File: src/rtl/uart_pkg.sv
// Shared UART definitions: receiver state encoding, oversampling rate and
// parity modes used by both the RX controller and the future TX controller.
package uart_pkg;

  localparam int SAMPLES_PER_BIT = 16;

  typedef enum logic [2:0] {
    IDLE,
    START,
    DATA,
    PARITY,
    STOP
  } rx_state_t;

  typedef enum logic {
    PAR_EVEN = 1'b0,
    PAR_ODD  = 1'b1
  } parity_t;

  // 7-bit characters land in shreg[7:1] after shifting, so move them down.
  function automatic logic [7:0] align_data(input logic [7:0] shreg,
                                            input logic       data7);
    return data7 ? {1'b0, shreg[7:1]} : shreg;
  endfunction

endpackage

File: src/rtl/uart_rx_sampler.sv
// RX pin front end: synchroniser, falling-edge detect and the 2-of-3 vote
// over the 6th/8th/10th sample ticks of each bit.
module uart_rx_sampler #(
  parameter int SYNC_STAGES = 2
) (
  input  logic clk,
  input  logic rst_b,
  input  logic rx,
  input  logic sample_6th,
  input  logic sample_8th,
  input  logic sample_10th,
  output logic fall,
  output logic vote
);

  logic [SYNC_STAGES-1:0] sync_q;
  logic                   rx_s;
  logic                   rx_prev;
  logic                   s6;
  logic                   s8;
  logic                   s10;
  logic                   v10;

  assign rx_s = sync_q[SYNC_STAGES-1];

  always_ff @(posedge clk or negedge rst_b) begin
    if (!rst_b) begin
      sync_q  <= '1;
      rx_prev <= 1'b1;
      s6      <= 1'b1;
      s8      <= 1'b1;
      s10     <= 1'b1;
    end else begin
      sync_q  <= {sync_q[SYNC_STAGES-2:0], rx};
      rx_prev <= rx_s;
      if (sample_6th)  s6  <= rx_s;
      if (sample_8th)  s8  <= rx_s;
      if (sample_10th) s10 <= rx_s;
    end
  end

  // On the 10th tick itself the live rx_s stands in for s10 so the FSM can
  // act on the vote in the same cycle.
  assign v10  = sample_10th ? rx_s : s10;
  assign vote = (s6 & s8) | (s6 & v10) | (s8 & v10);
  assign fall = rx_prev & ~rx_s;

endmodule

File: src/rtl/uart_rx_ctrl.sv
// UART receive sequencer: start detection, bit assembly, parity/stop checks
// and a single-entry valid/ready hold towards the register/FIFO layer.
module uart_rx_ctrl
  import uart_pkg::*;
#(
  parameter int SYNC_STAGES = 2
) (
  input  logic       clk,
  input  logic       rst_b,
  input  logic       rx,
  input  logic       cfg_data7,
  input  logic       cfg_par_en,
  input  logic       cfg_par_odd,
  input  logic       baud_sample_6th,
  input  logic       baud_sample_8th,
  input  logic       baud_sample_10th,
  input  logic       baud_sample_16th,
  output logic       baud_clear,
  output logic [7:0] rx_data,
  output logic       rx_valid,
  input  logic       rx_ready,
  output logic       rx_frame_err,
  output logic       rx_parity_err,
  output logic       rx_overrun,
  output logic       rx_busy
);

  rx_state_t  state;
  logic [2:0] bit_cnt;
  logic [7:0] shreg;
  logic       par_err;
  logic       data7_q;
  logic       par_en_q;
  parity_t    par_mode_q;
  logic       fall;
  logic       vote;
  logic       complete;
  logic [2:0] last_bit;
  logic [7:0] frame_data;

  uart_rx_sampler #(
    .SYNC_STAGES (SYNC_STAGES)
  ) u_sampler (
    .clk         (clk),
    .rst_b       (rst_b),
    .rx          (rx),
    .sample_6th  (baud_sample_6th),
    .sample_8th  (baud_sample_8th),
    .sample_10th (baud_sample_10th),
    .fall        (fall),
    .vote        (vote)
  );

  assign baud_clear = (state == IDLE) && fall;
  assign rx_busy    = (state != IDLE);
  assign complete   = (state == STOP) && baud_sample_10th;
  assign last_bit   = data7_q ? 3'd6 : 3'd7;
  assign frame_data = align_data(shreg, data7_q);

  always_ff @(posedge clk or negedge rst_b) begin
    if (!rst_b) begin
      state         <= IDLE;
      bit_cnt       <= '0;
      shreg         <= '0;
      par_err       <= 1'b0;
      data7_q       <= 1'b0;
      par_en_q      <= 1'b0;
      par_mode_q    <= PAR_EVEN;
      rx_data       <= '0;
      rx_valid      <= 1'b0;
      rx_frame_err  <= 1'b0;
      rx_parity_err <= 1'b0;
      rx_overrun    <= 1'b0;
    end else begin
      rx_overrun <= 1'b0;

      case (state)
        IDLE: begin
          // Config is frozen here so mid-frame register writes cannot
          // corrupt the character being assembled.
          if (fall) begin
            state      <= START;
            bit_cnt    <= '0;
            shreg      <= '0;
            par_err    <= 1'b0;
            data7_q    <= cfg_data7;
            par_en_q   <= cfg_par_en;
            par_mode_q <= parity_t'(cfg_par_odd);
          end
        end
        START: begin
          if (baud_sample_10th && vote) begin
            state <= IDLE;
          end else if (baud_sample_16th) begin
            state   <= DATA;
            bit_cnt <= '0;
          end
        end
        DATA: begin
          if (baud_sample_10th) begin
            shreg <= {vote, shreg[7:1]};
          end
          if (baud_sample_16th) begin
            if (bit_cnt == last_bit) begin
              state <= par_en_q ? PARITY : STOP;
            end else begin
              bit_cnt <= bit_cnt + 3'd1;
            end
          end
        end
        PARITY: begin
          if (baud_sample_10th) begin
            par_err <= vote ^ (^frame_data) ^ (par_mode_q == PAR_ODD);
          end
          if (baud_sample_16th) begin
            state <= STOP;
          end
        end
        STOP: begin
          // Finishing at mid-stop lets us catch a start bit that arrives
          // up to half a bit early.
          if (baud_sample_10th) begin
            state <= IDLE;
          end
        end
        default: state <= IDLE;
      endcase

      if (complete) begin
        if (!rx_valid || rx_ready) begin
          rx_data       <= frame_data;
          rx_frame_err  <= ~vote;
          rx_parity_err <= par_err;
          rx_valid      <= 1'b1;
        end else begin
          rx_overrun <= 1'b1;
        end
      end else if (rx_ready) begin
        rx_valid <= 1'b0;
      end
    end
  end

  a_overrun_while_held: assert property (
    @(posedge clk) disable iff (!rst_b) rx_overrun |-> rx_valid);

  a_valid_from_stop: assert property (
    @(posedge clk) disable iff (!rst_b) $rose(rx_valid) |-> $past(state) == STOP);

endmodule
File: config.mk
export PLATFORM = sky130hd
export DESIGN_NAME = uart_rx_ctrl
export DESIGN_NICKNAME = d
export VERILOG_FILES = /design/src/rtl/uart_pkg.sv /design/src/rtl/uart_rx_sampler.sv /design/src/rtl/uart_rx_ctrl.sv
export SDC_FILE = /design/constraint.sdc
export NUM_CORES = 1
export LEC_CHECK = 0
export ABC_AREA = 1
export CAP_MARGIN = 10
export CORE_UTILIZATION = 35
export CTS_BUF_LIST = sky130_fd_sc_hd__clkbuf_8 sky130_fd_sc_hd__clkbuf_16
export CTS_CLUSTER_SIZE = 28
export DETAILED_ROUTE_END_ITERATION = 7
export GPL_TIMING_DRIVEN = 1
export SLEW_MARGIN = 10
export SYNTH_ARGS = -nofsm -noshare
export SYNTH_HDL_FRONTEND = slang
export SYNTH_HIERARCHICAL = 1
export SYNTH_SLANG_ARGS = --single-unit
File: constraint.sdc
create_clock -name clk -period 3.13 [get_ports clk]
set_clock_uncertainty 0.15 [all_clocks]
set_input_delay 0.7825 -clock clk [delete_from_list [all_inputs] [get_ports clk]]
set_output_delay 0.7825 -clock clk [all_outputs]
set_load 0.02 [all_outputs]
==> impl_metrics.tcl, run 1 <==
set metrics [dict create \
    hp-start "u_sampler/sync_q[0]" \
    cap_violations 0 \
    ys_warn_count 6 \
    grt_usage_pct 14.1 \
    htree_levels 2 \
    io_pins 25 \
    critPathRequiredTime_ns 2.20 \
    vdd_drop_max_v 0.000259 \
    wl_um 3590 \
    clock_sinks 36 \
    synth_cell_types 31 \
    path_cells "inv_1 > nor2_1 > inv_1 > nor2_1 > clkdlybuf4s50_1" \
    synth-seq-cells 36 \
    ff2ff_path_depth 11 \
    cts_resized 0 \
    drc 0 \
    tightest_slew_ns 0.620 \
    synth_nets 249 \
    synthTopCellsByCount "nand2_1 (76), dfrtp_1 (30), inv_1 (26)" \
    clockBufferDepth 2 \
    slew_headroom_pct 58.7 \
    cts.clk_slew.worst_paths_ns 0.07 \
    yosys-top-cells-area "dfrtp_1 (40%), nand2_1 (15%), dfstp_2 (8.3%), o21ai_1 (5.5%), inv_1 (5.2%)" \
    cts_buffers 5 \
    synth_compound_area_share_pct 13.3 \
    std_cell_rows 26 \
    finalCritPeriodShare_pct 87.8 \
    dpl.hpwl_um 2680 \
    pre_cts_ws_ns 0.500 \
    setup_viol 0 \
    timing.fmax_mhz 364 \
    fin_setup_tns_ns 0 \
    r2r-end "par_err" \
    cts-hold-fix-buffers 0 \
    critPathSlowestCell "clkdlybuf4s50_1" \
    syn_avg_cell_area_um2 7.99 \
    status "completed" \
    portBuffers 24 \
    hold_end "u_sampler/sync_q[1]" \
    worst-r2r-setup-slack_ns 1.14 \
    synth-xor-area-share_pct 0.925 \
    critPathKind "flip-flop to output port" \
    arrival_ns 1.82 \
    synth.area.mux_share_pct 0 \
    synth_top_area_share_pct 39.6 \
    p_per_area_nw_per_um2 877 \
    vias_per_cell 4.54 \
    synth_top_family_by_area "simple AND/OR/NAND/NOR gates" \
    synth_edf_count 0 \
    synthAdderAreaFrac_pct 0.661 \
    syn_area_um2 1890 \
    drv_slew 0 \
    grt_max_degree 37 \
    critPathBufInv 3 \
    cp_top_family "buffers and inverters" \
    area_growth_pct 20.6 \
    clk_latency_ns 0.28 \
    dr.first_iter.drc_count 65 \
    final_area_um2 2280 \
    die_h_um 75.6 \
    core_um2 5170 \
    grt_pass1_wl_um 6040 \
    yosys.area.top_type "dfrtp_1" \
    grt_pass1_vias 1361 \
    min_delay_path_depth 0 \
    layout_min_cycle_time_ns 2.75 \
    placed_area_um2 2200 \
    layout.nets 277 \
    cp-end-kind "output port" \
    setup_ws_ns 0.382 \
    diodes 0 \
    initial_core_util_pct 36.6 \
    cts_root_buf "clkbuf_8" \
    async_flop_share_pct 100 \
    hold_class "flip-flop to flip-flop" \
    seq_area_frac_synth_pct 48.0 \
    vias 1526 \
    yosysMostFrequentCell "nand2_1" \
    wl_per_cell_um 10.7 \
    drive_above_1_share_pct 16.2 \
    die_w_um 75.6 \
    startpoint_type "flip-flop" \
    postCtsSetupBuffers 0 \
    critPathMaxFanout 2 \
    grt.overflow.total 0 \
    total_power_mw 2.00 \
    p_leak_nw 1.10 \
    antenna_found_initial 0 \
    drt-pass1-iter-count 4 \
    slowest_delay_ns 0.62 \
    rsz0062_at_grt "false" \
    antenna_left 0 \
    synth_flop_cell "dfrtp_1" \
    hold_viol_final 0 \
    dieArea_um2 5710 \
    synth_simple_gate_area_share_pct 28.4 \
    cts_tree "yes" \
    r2r_start "data7_q" \
    gp_congestion 0.865 \
    synth_cells 237 \
]
layer usage:
| layer | wire [um] | GRT usage, % | part of all wire, % | vias to the layer above |
|---|---|---|---|---|
| met5 | 0 | 0 | 0 | - |
| met4 | 64 | 6.17 | 1.8 | 0 |
| met3 | 52 | 3.17 | 1.4 | 5 |
| met2 | 1660 | 22.4 | 46 | 15 |
| met1 | 1820 | 18.5 | 51 | 698 |
| li1 | - | - | - | 808 |
worst max path at each step:
stage	from	endpoint	depth (start not counted)
5_1_grt	u_sampler/rx_prev	baud_clear	5
4_1_cts	u_sampler/rx_prev	baud_clear	5
3_3_place_gp	baud_sample_10th	bit_cnt[0]	13
3_5_place_dp	baud_sample_10th	bit_cnt[0]	13
2_1_floorplan	u_sampler/rx_prev	baud_clear	4
6_report	u_sampler/rx_prev	baud_clear	5
area by class of cell:
type / count / area, um^2
fill: 523 / 2890
multi-input combinational: 161 / 820
inverter: 35 / 133
tap: 70 / 87.6
clock buffer: 5 / 68.8
timing repair buffer: 26 / 255
sequential: 36 / 908
clock inverter: 3 / 12.5
cells by family (layout without fill, tap and decap cells):
logic type	count (synthesis)	after routing
adders and majority gates	1	1
DFF	36	36
buffers and inverters	40	69
and+or+nand+nor	117	117
AOI/OAI and AO/OA	41	41
xor gates and xnor gates	2	2
worst register-to-register path: cells and delay by family (launching register included):
kind | cells | cell delay [ns]
buffers and inverters | 1 | 0.19
flip-flops | 1 | 0.74
AND/OR/NAND/NOR | 10 | 0.80
flip-flops by register name (all words and copies together), names as in the netlist, 2 cells and up:
signal	flops
shreg	8
state	3
bit_cnt	3
u_sampler/sync_q	2
rx_data	8
where the power goes:
group,total [mW],switching [mW],internal [mW]
sequential,0.721,0.128,0.593
clock,0.308,0.158,0.150
combinational,0.975,0.606,0.369
layout by cell type (no fill, tap or decap), drive strengths merged, types with 2 or more instances in the layout:
master,instances
o21ai,34
a31oi,2
nand4,2
clkbuf,5
clkdlybuf4s50,24
clkinv,2
buf,2
dfrtp,30
inv,36
nand2,79
dfstp,6
xor2,2
nand3,20
nor2,15
metrics by stage:
step | std cells | hold WS, ns | utilization, %
after floorplan | 237 | 0.195 | -
after global placement | 328 | 0.196 | 42.6
after detailed placement | 328 | 0.197 | 42.6
after CTS | 336 | 0.207 | 44.2
after global routing | 336 | 0.212 | 44.2
final | 336 | 0.207 | 44.2
Power figures use the tool's default switching activity.
==> run 2, diff against run 1 <==
--- a/config.mk
+++ b/config.mk
@@ -7,11 +7,12 @@
 export LEC_CHECK = 0
 export ABC_AREA = 1
 export CAP_MARGIN = 10
-export CORE_UTILIZATION = 35
+export CORE_UTILIZATION = 58
 export CTS_BUF_LIST = sky130_fd_sc_hd__clkbuf_8 sky130_fd_sc_hd__clkbuf_16
 export CTS_CLUSTER_SIZE = 28
 export DETAILED_ROUTE_END_ITERATION = 7
 export GPL_TIMING_DRIVEN = 1
+export PLACE_DENSITY = 0.83
 export SLEW_MARGIN = 10
 export SYNTH_ARGS = -nofsm -noshare
 export SYNTH_HDL_FRONTEND = slang
==> constraint.sdc (replaced) <==
create_clock -name clk -period 3.13 [get_ports clk]
set_clock_uncertainty 0.15 [all_clocks]
set_input_delay 0.939 -clock clk [delete_from_list [all_inputs] [get_ports clk]]
set_output_delay 0.939 -clock clk [all_outputs]
set_load 0.05 [all_outputs]
==> run 2 against run 1 <==
Non-clock buffer count is 1 lower. Fmax is 5.4% lower. First-iteration DRC count increased by 17%. Cell area fell by 0.49%. Hold slack is essentially flat. Clock power up 16%. Sequential power about the same. Highest routed layer unchanged. Sequential share of layout area up 0.20 points. Count of clock-buffer cells in the layout is 2 higher. Critical path depth down 2. Routed wire length fell by 4.5%.
==> impl_metrics.tcl, run 2 (synthesis results as in run 1) <==
set metrics [dict create \
    drc 0 \
    grt_max_degree 37 \
    p_leak_nw 1.10 \
    antenna_left 0 \
    cts_root_buf "clkbuf_8" \
    grt_pass1_wl_um 5850 \
    layout.nets 276 \
    critPathBufInv 2 \
    dpl.hpwl_um 2460 \
    layout.cells.non_filler 309 \
    layout_commonest_cell "nand2_1" \
    clk_latency_ns 0.29 \
    drv_slew 0 \
    cts-hold-fix-buffers 0 \
    p_per_area_nw_per_um2 973 \
    placed_area_um2 2170 \
    vias_per_cell 5.01 \
    dr.first_iter.drc_count 76 \
    die_w_um 59.2 \
    die_h_um 59.2 \
    area_growth_pct 20.0 \
    fill_cells 243 \
    slowest_delay_ns 0.81 \
    tightest_slew_ns 0.615 \
    most-common-layout-cells "nand2_1 (76), dfrtp_1 (30), inv_1 (27)" \
    grt.overflow.total 0 \
    cts_buffers 5 \
    hold_viol_final 0 \
    timing.fmax_mhz 344 \
    path_cells "inv_2 > nand2_4 > clkdlybuf4s50_1" \
    arrival_ns 1.82 \
    gp_congestion 0.820 \
    cp_top_family "buffers and inverters" \
    layout_min_cycle_time_ns 2.91 \
    core_um2 3080 \
    grt_pass1_vias 1361 \
    rsz0062_at_grt "false" \
    clock_sinks 36 \
    grt_usage_pct 22.9 \
    finalCritPeriodShare_pct 92.8 \
    vias 1547 \
    std_cell_rows 20 \
    total_power_mw 2.21 \
    hold_ws_ns 0.206 \
    cp-end-kind "output port" \
    slew_headroom_pct 59.0 \
    cts_tree "yes" \
    drive_above_1_share_pct 16.6 \
    startpoint_type "flip-flop" \
    critPathKind "flip-flop to output port" \
    cts_resized 0 \
    cts.clk_slew.worst_paths_ns 0.07 \
    reg_top3 "rx_data (8), shreg (8)" \
    fin_setup_tns_ns 0 \
    htree_levels 2 \
    cap_violations 0 \
    setup_viol 0 \
    drt-pass1-iter-count 4 \
    diodes 0 \
    critPathMaxFanout 6 \
    status "completed" \
    wl_per_cell_um 11.1 \
    final_area_um2 2270 \
    io_pins 25 \
    wl_um 3430 \
    dieArea_um2 3500 \
    vdd_drop_max_v 0.000713 \
    portBuffers 24 \
    initial_core_util_pct 61.5 \
    hold_class "flip-flop to flip-flop" \
    clockBufferDepth 2 \
    antenna_found_initial 0 \
    postCtsSetupBuffers 0 \
    critPathRequiredTime_ns 2.04 \
    numPlacedInstances 301 \
    critPathSlowestCell "clkdlybuf4s50_1" \
]
## run 2: cell types whose count changed in the layout (fill, tap and decap cells not counted)
| cell | delta |
|---|---|
| inv_1 | -1 |
| clkbuf_8 | +2 |
| clkinv_2 | -1 |
| buf_12 | +1 |
| buf_4 | -1 |
| clkdlybuf4s50_1 | -1 |
## run 2: area by class of cell
class / instances / area, um^2 / area share (%)
flip-flops and latches: 36 / 908 / 40.0
multi-input cells: 161 / 820 / 36.0
clock inverters: 1 / 3.75 / 0.165
well taps: 44 / 55.1 / 2.42
inverters: 35 / 133 / 5.83
repair buffers: 25 / 258 / 11.3
clock buffers: 7 / 96.3 / 4.24
## run 2: power by group
part | leakage (nW) | switching, mW | internal, mW
clock | 0.0557 | 0.160 | 0.198
sequential | 0.463 | 0.128 | 0.594
combinational | 0.582 | 0.763 | 0.371
## run 2: final timing paths
| check | startpoint | to | slack [ns] | depth (start not counted) |
|---|---|---|---|---|
| worst min-delay path | u_sampler/sync_q[0] | u_sampler/sync_q[1] | 0.21 | 0 |
| worst max-delay path | state[0] | rx_busy | 0.22 | 3 |
| min in group asynchronous | rst_b | state[1] | 0.92 | 2 |
| worst min register to register | u_sampler/sync_q[0] | u_sampler/sync_q[1] | 0.21 | 0 |
| max in group asynchronous | rst_b | u_sampler/s10 | 1.57 | 2 |
| worst max register to register | data7_q | par_err | 1.17 | 11 |
## run 2: routing by layer
metal / vias up / global-route usage [%] / routed length (um)
met5: - / 0 / 0
met4: 0 / 7.14 / 44
met3: 6 / 7.21 / 103
met2: 22 / 36.4 / 1590
met1: 702 / 29.8 / 1690
li1: 817 / - / -
## run 2: per-stage QoR
| stage | worst slack [ns] | util, % |
|---|---|---|
| 2_1_floorplan | 0.483 | - |
| 3_3_place_gp | 0.412 | 70.6 |
| 3_5_place_dp | 0.367 | 70.6 |
| 4_1_cts | 0.227 | 73.9 |
| 5_1_grt | 0.181 | 73.9 |
| 6_report | 0.225 | 73.9 |
